`src/rtl/serial_adder_pkg.sv`:
```
// Shared definitions for the bit-serial adder: FSM state encoding and width.
package serial_adder_pkg;

    localparam int unsigned STATE_W = 2;

    typedef enum logic [STATE_W-1:0] {
        S_IDLE  = 2'd0,
        S_SHIFT = 2'd1,
        S_DONE  = 2'd2
    } state_t;

endpackage

```
`src/rtl/fa.sv`:
```
// Single-bit full adder cell; combinational sum and carry-out.
module fa (
    output logic sum,
    output logic cout,
    input  logic a,
    input  logic b,
    input  logic cin
);

    assign sum  = a ^ b ^ cin;
    assign cout = (a & b) | (cin & (a ^ b));

endmodule

```
`src/rtl/serial_adder.sv`:
```
// Bit-serial WIDTH-bit adder around one fa cell, LSB first, registered result with done pulse.
// Optional signed-overflow output enabled by defining SERIAL_ADDER_OVF_EN.
module serial_adder
    import serial_adder_pkg::*;
#(
    parameter int unsigned WIDTH = 8
) (
    input  logic             clk,
    input  logic             rst,
    input  logic             start,
    input  logic [WIDTH-1:0] a,
    input  logic [WIDTH-1:0] b,
    input  logic             cin,
    output logic             busy,
    output logic             done,
    output logic [WIDTH-1:0] sum,
    output logic             cout
`ifdef SERIAL_ADDER_OVF_EN
    ,
    output logic             ovf
`endif
);

    localparam int unsigned CW = $clog2(WIDTH) + 1;

    state_t           state_q, state_d;
    logic [WIDTH-1:0] sa_q, sa_d;
    logic [WIDTH-1:0] sb_q, sb_d;
    logic [WIDTH-1:0] acc_q, acc_d;
    logic             carry_q, carry_d;
    logic [CW-1:0]    cnt_q, cnt_d;
    logic [WIDTH-1:0] sum_q, sum_d;
    logic             cout_q, cout_d;
    logic             fa_sum, fa_cout;
`ifdef SERIAL_ADDER_OVF_EN
    logic             ovf_q, ovf_d;
`endif

    fa u_fa (
        .sum  (fa_sum),
        .cout (fa_cout),
        .a    (sa_q[0]),
        .b    (sb_q[0]),
        .cin  (carry_q)
    );

    always_ff @(posedge clk or posedge rst) begin
        if (rst) begin
            state_q <= S_IDLE;
            sa_q    <= '0;
            sb_q    <= '0;
            acc_q   <= '0;
            carry_q <= 1'b0;
            cnt_q   <= '0;
            sum_q   <= '0;
            cout_q  <= 1'b0;
`ifdef SERIAL_ADDER_OVF_EN
            ovf_q   <= 1'b0;
`endif
        end else begin
            state_q <= state_d;
            sa_q    <= sa_d;
            sb_q    <= sb_d;
            acc_q   <= acc_d;
            carry_q <= carry_d;
            cnt_q   <= cnt_d;
            sum_q   <= sum_d;
            cout_q  <= cout_d;
`ifdef SERIAL_ADDER_OVF_EN
            ovf_q   <= ovf_d;
`endif
        end
    end

    always_comb begin
        state_d = state_q;
        sa_d    = sa_q;
        sb_d    = sb_q;
        acc_d   = acc_q;
        carry_d = carry_q;
        cnt_d   = cnt_q;
        sum_d   = sum_q;
        cout_d  = cout_q;
`ifdef SERIAL_ADDER_OVF_EN
        ovf_d   = ovf_q;
`endif
        unique case (state_q)
            S_IDLE: begin
                if (start) begin
                    sa_d    = a;
                    sb_d    = b;
                    carry_d = cin;
                    acc_d   = '0;
                    cnt_d   = '0;
                    state_d = S_SHIFT;
                end
            end
            S_SHIFT: begin
                sa_d    = sa_q >> 1;
                sb_d    = sb_q >> 1;
                acc_d   = {fa_sum, acc_q[WIDTH-1:1]};
                carry_d = fa_cout;
                cnt_d   = cnt_q + CW'(1);
                // Final bit goes straight into the result so sum never shows a partial value.
                if (cnt_q == CW'(WIDTH - 1)) begin
                    sum_d   = {fa_sum, acc_q[WIDTH-1:1]};
                    cout_d  = fa_cout;
`ifdef SERIAL_ADDER_OVF_EN
                    ovf_d   = carry_q ^ fa_cout;
`endif
                    state_d = S_DONE;
                end
            end
            S_DONE:  state_d = S_IDLE;
            default: state_d = S_IDLE;
        endcase
    end

    assign busy = (state_q != S_IDLE);
    assign done = (state_q == S_DONE);
    assign sum  = sum_q;
    assign cout = cout_q;
`ifdef SERIAL_ADDER_OVF_EN
    assign ovf  = ovf_q;
`endif

endmodule

```
`config.mk`:
```
export PLATFORM = sky130hd
export DESIGN_NAME = serial_adder
export DESIGN_NICKNAME = d
export VERILOG_FILES = /design/src/rtl/serial_adder_pkg.sv /design/src/rtl/fa.sv /design/src/rtl/serial_adder.sv
export SDC_FILE = /design/constraint.sdc
export NUM_CORES = 1
export LEC_CHECK = 0
export CAP_MARGIN = 20
export CORE_ASPECT_RATIO = 0.75
export CORE_MARGIN = 2
export CORE_UTILIZATION = 55
export CTS_CLUSTER_SIZE = 10
export DETAILED_ROUTE_END_ITERATION = 8
export DONT_BUFFER_PORTS = 1
export PLACE_DENSITY = 0.75
export SLEW_MARGIN = 20
export SYNTH_ARGS = -nofsm -noshare
export SYNTH_HDL_FRONTEND = slang
export SYNTH_SLANG_ARGS = --single-unit
```
`constraint.sdc`:
```
create_clock -name clk -period 1.4 [get_ports clk]
set_input_delay 0.28 -clock clk [delete_from_list [all_inputs] [get_ports clk]]
set_output_delay 0.28 -clock clk [all_outputs]
set_load 0.01 [all_outputs]
```
**Word-level counts from Yosys, hierarchy flattened**

Index checks and enable logic that the tools add are counted.

- Mux-type cells: 13
- $mul: 0
- Bitwise gates (word level): 5
- $add $sub $neg: 1
- Shifts and indexed selects: 0
- Order comparisons: 0
- Divide/modulo/power cells: 0
- Reductions and logical operators: 6
- Eq/ne operators: 5

Operators by type and width:

| kind | count |
|---|---|
| 8-bit one-hot mux with 2 select lines | 3 |
| 8-bit 2-to-1 mux | 3 |
| 4-bit one-hot mux with 2 select lines | 1 |
| 2-bit AND reduction | 3 |
| 4-bit by 1-bit adder with 4-bit output (second input constant) | 1 |
| 4-bit by 3-bit == test with 1-bit output (second input constant) | 1 |
| 2-bit 2-to-1 mux | 2 |
| 4-bit 2-to-1 mux | 1 |
| 2-bit inequality test (second input constant) | 2 |
| 2-bit one-hot mux with 2 select lines | 1 |
| 2-bit nonzero test | 2 |
| 1-bit AND | 2 |
| 2-bit by 1-bit == test with 1-bit output (second input constant) | 1 |
| 2-bit == test (second input constant) | 1 |
| 2-bit logical NOT | 1 |
| 1-bit one-hot mux with 2 select lines | 1 |
| 1-bit bitwise XOR | 2 |
| 1-bit 2-to-1 mux | 1 |
| 1-bit bitwise OR | 1 |

- Bits of input ports: 20
- Bits in read-only memories: 0
- Register bits after elaboration: 40
- Memories: 0
- Bits in latches: 0
- RAM bits: 0
- Output and inout port bits: 11

**Longest topological paths before layout**

- Word-level depth: 4
- Depth in mapped cells: 5

**Modules after synthesis**

From an unflattened synthesis, not the netlist that was laid out.

- Cell total of the unflattened synthesis: 156
- Area, all modules: 1744.2 um^2

Modules (own cells, without submodules):

| module | seq. area each (um^2) | area each (um^2) | instances | cells each |
|---|---|---|---|---|
| serial_adder | 975.9 | 1724.2 | 1 | 155 |
| fa | 0.0 | 20.0 | 1 | 1 |

**Least setup slack after synthesis**

Ideal clock, no wire load.

- Path type: flip-flop to flip-flop
- Start: register cnt_q[0]
- End: register cout_q (netlist: cout)
- Library setup time: 0.125 ns
- Arrival time: 1.292 ns
- Path buffers: 0
- Period minus slack after synthesis: 1.417 ns
- Cell stages (with the launch flop): 5
- Path slack: -0.017 ns
- Path through: dfrtp_1 -> ha_1 -> nand2_1 -> nor3_4 -> mux2_2

- Cells in the longest elaborated chain, start to end: 2

Ends and longest elaborated chain:

| element | line | source |
|---|---|---|
| start: declaration | serial_adder.sv:31 | `logic [CW-1:0] cnt_q, cnt_d;` |
| start signal: assignment | serial_adder.sv:66 | `cnt_q <= cnt_d;` |
| 4-bit by 3-bit == test with 1-bit output | serial_adder.sv:105 | `if (cnt_q == CW'(WIDTH - 1)) begin` |
| 2-bit AND reduction (no source line) | n/a |  |
| end signal: assignment | serial_adder.sv:68 | `cout_q <= cout_d;` |
| end: declaration | serial_adder.sv:33 | `logic cout_q, cout_d;` |

No other way between the ends.
A chain may end at the register's enable or synchronous reset.

**Worst setup path in the final report**

- Start: register cnt_q[0]
- End: register sum_q[3] (netlist: sum[3])

- Cells in the longest elaborated chain, start to end: 2

Ends and longest elaborated chain:

| element | line | source |
|---|---|---|
| 4-bit by 3-bit == test with 1-bit output | serial_adder.sv:105 |  |
| 2-bit AND reduction (no source line) | n/a |  |
| end signal: assignment | serial_adder.sv:67 | `sum_q <= sum_d;` |
| end: declaration | serial_adder.sv:32 | `logic [WIDTH-1:0] sum_q, sum_d;` |

No other way between the ends.

==> flow_metrics.tcl <==
set metrics [dict create \
    run_status "finished, violations left" \
    violations "negative hold slack, negative setup slack" \
    grt_pass1_wl_um 5420 \
    design_area_um2 2070 \
    finalSetupViolCount 8 \
    vdd_drop_max_v 0.00141 \
    startpoint_type "flip-flop" \
    crit_buf_inv 1 \
    cts_made_buffers 5 \
    hold_buffers 0 \
    vias 1206 \
    cp.arrival_ns 1.59 \
    slew_headroom_pct 68.1 \
    final_cell_mix "dfrtp_1, a21oi_1, o21ai_0, buf_4, nand2_1" \
    coreArea_um2 3000 \
    fmax_mhz 709 \
    synth-seq-cells 39 \
    rrSetupSlack_ns -0.01 \
    root_buffer "clkbuf_8" \
    drv_cap 0 \
    diodes 0 \
    synth_area_per_cell_um2 11.2 \
    io_pins 31 \
    die-area_um2 3660 \
    total_power_mw 4.81 \
    critPathKind "flip-flop to flip-flop" \
    grt_pass1_vias 1135 \
    hpwl_um 2170 \
    clock_sinks 39 \
    synth_xor_xnor_area_share_pct 0 \
    path_cells "ha_2, nand2_2, nor3_4, buf_12, mux2_2" \
    rsz0062_at_grt "true" \
    synth-simple-area-share_pct 15.9 \
    critPathMaxFanout 9 \
    drc 0 \
    dieHeight_um 52.9 \
    muxShareOfSynthArea_pct 6.41 \
    h-tree-depth 2 \
    finalHoldViolations 26 \
    final_layout_size_suffix_gt1_share_pct 25.9 \
    drt-total-wl_um 3340 \
    maxSlewViolCount 0 \
    tns_ns -0.0518 \
    finalWeightedCongestion 0.739 \
    grt_usage_pct 19.8 \
    yosys_warnings 0 \
    cts_buffer_depth 2 \
    fin_crit_ns 1.41 \
    post_drt_wl_per_cell_um 15.8 \
    worstReg2RegStart "cnt_q[0]$_DFFE_PP0P_" \
    antenna_left 0 \
    synth_top_family_by_area "compound AO/OA/AOI/OAI gates" \
    yosys.area.top_type "dfrtp_1" \
    cp_slowest_cell "dfrtp_1" \
    synthCells 157 \
    clk_pin_slew_ns 0.08 \
    rows 17 \
    first_iter_violations 59 \
    yosys.area_share.adder_pct 1.85 \
    tightestPinTransition_ns 0.479 \
    placedCellCount 195 \
    hold_path.class "primary input to async pin" \
    ys_types 23 \
    netlist.area_leader.share_pct 55.6 \
    dr.pass1.iters 4 \
    crit_required_ns 1.58 \
    fp.dieW_um 69.2 \
    syn_nets 179 \
    end_kind "flip-flop" \
    reg2reg_to "sum[3]$_DFFE_PP0P_" \
    min_period_over_period_pct 101 \
    final_nets 195 \
    io_buffers 0 \
    fin_skew_ns 0.00694 \
    layout.cells.non_filler 212 \
    finalWorstSetupSlack_ns -0.0105 \
    ys_seq_area_share_pct 55.6 \
    synth-compound-area-share_pct 17.1 \
    synthTopCellsByArea "dfrtp_1, and3b_1, mux2_2" \
    initial_core_util_pct 58.5 \
    antenna_found_initial 0 \
    syn_to_final_growth_pct 17.7 \
    dpl-instance-area_um2 1850 \
    clk_latency_ns 0.29 \
    cts_tree "yes" \
    power.leakage_nw 0.990 \
    final_common_cell "dfrtp_1" \
    netlist_area_um2 1760 \
    pwr_density_cell_nw_per_um2 2330 \
    slowest_delay_ns 0.36 \
    gr-total-overflow 0 \
    vias_per_cell 5.69 \
    r2r_cells 5 \
    grt_max_degree 40 \
    cp_top_family "flip-flops" \
    hold_ws_ns -0.0157 \
]
registers in the layout, summed over array words and instances (netlist names):
register  count
sa_q          8
cout          1
cnt_q         4
acc_q         7
carry_q       1
state_q       2
sb_q          8
sum           8
cells by family (layout without fill, tap and decap cells):
group                      Yosys count  count (layout)
AOI/OAI and AO/OA                   50              50
and+or+nand+nor                     44              44
DFF                                 39              39
buffers and inverters               12              29
muxes                               10              10
adders and majority gates            2               2
power by group:
group / leakage [nW] / switching, mW / internal [mW] / total (mW)
Clock: 0.0654 / 0.391 / 0.712 / 1.10
Combinational: 0.416 / 0.804 / 0.943 / 1.75
Sequential: 0.509 / 0.367 / 1.59 / 1.96
Total: 0.990 / 1.56 / 3.25 / 4.81
synthesized netlist by cell type, drive strengths merged:
| master | n |
|---|---|
| a21oi | 18 |
| a22o | 9 |
| a22oi | 3 |
| and2 | 1 |
| and2b | 2 |
| and3b | 13 |
| buf | 8 |
| clkbuf | 3 |
| dfrtp | 39 |
| fa | 1 |
| ha | 1 |
| inv | 1 |
| mux2 | 10 |
| nand2 | 17 |
| nand2b | 1 |
| nand3 | 1 |
| nor2 | 2 |
| nor2b | 5 |
| nor3 | 1 |
| o21ai | 18 |
| o21bai | 1 |
| o31ai | 1 |
| or2 | 1 |
worst max-delay path by stage:
stage	from	endpoint	slack [ns]	depth (start not counted)
5_1_grt	cnt_q[0]$_DFFE_PP0P_	cout$_DFFE_PP0P_	-0.08	5
2_1_floorplan	cnt_q[0]$_DFFE_PP0P_	cout$_DFFE_PP0P_	-0.02	4
4_1_cts	cnt_q[0]$_DFFE_PP0P_	sum[3]$_DFFE_PP0P_	-0.03	5
3_3_place_gp	cnt_q[0]$_DFFE_PP0P_	sum[4]$_DFFE_PP0P_	0.05	5
3_5_place_dp	cnt_q[0]$_DFFE_PP0P_	sum[6]$_DFFE_PP0P_	-0.01	5
6_report	cnt_q[0]$_DFFE_PP0P_	sum[3]$_DFFE_PP0P_	-0.01	5
final cells by class:
| cell class | instances | area, um2 |
|---|---|---|
| clock buffer | 6 | 72.6 |
| sequential | 39 | 976 |
| timing repair buffer | 20 | 170 |
| multi-input combinational | 106 | 736 |
| fill | 223 | 933 |
| tap | 38 | 47.5 |
| inverter | 1 | 3.75 |
| clock inverter | 2 | 60.1 |
layer usage:
layer	GRT usage [%]	up-vias	routed length, um
met3	4.95	8	118
met5	0	-	0
met2	29.6	25	1540
met4	10.8	0	70
met1	26.8	587	1620
li1	-	586	-
per-stage QoR:
step | setup WS, ns | utilization, %
after detailed placement | -0.0133 | 61.6
after global routing | -0.0793 | 68.9
final | -0.0105 | 68.9
after floorplan | -0.0168 | -
after global placement | 0.0526 | 61.6
after CTS | -0.0347 | 66.5
what timing repair did:
item	CTS	global route
hold endpoints to repair	0	0
pin swaps	0	1
setup endpoints to repair	11	13
gates resized for setup	2	5
setup buffers	1	8
No activity file was read; power rests on OpenSTA's default activity.
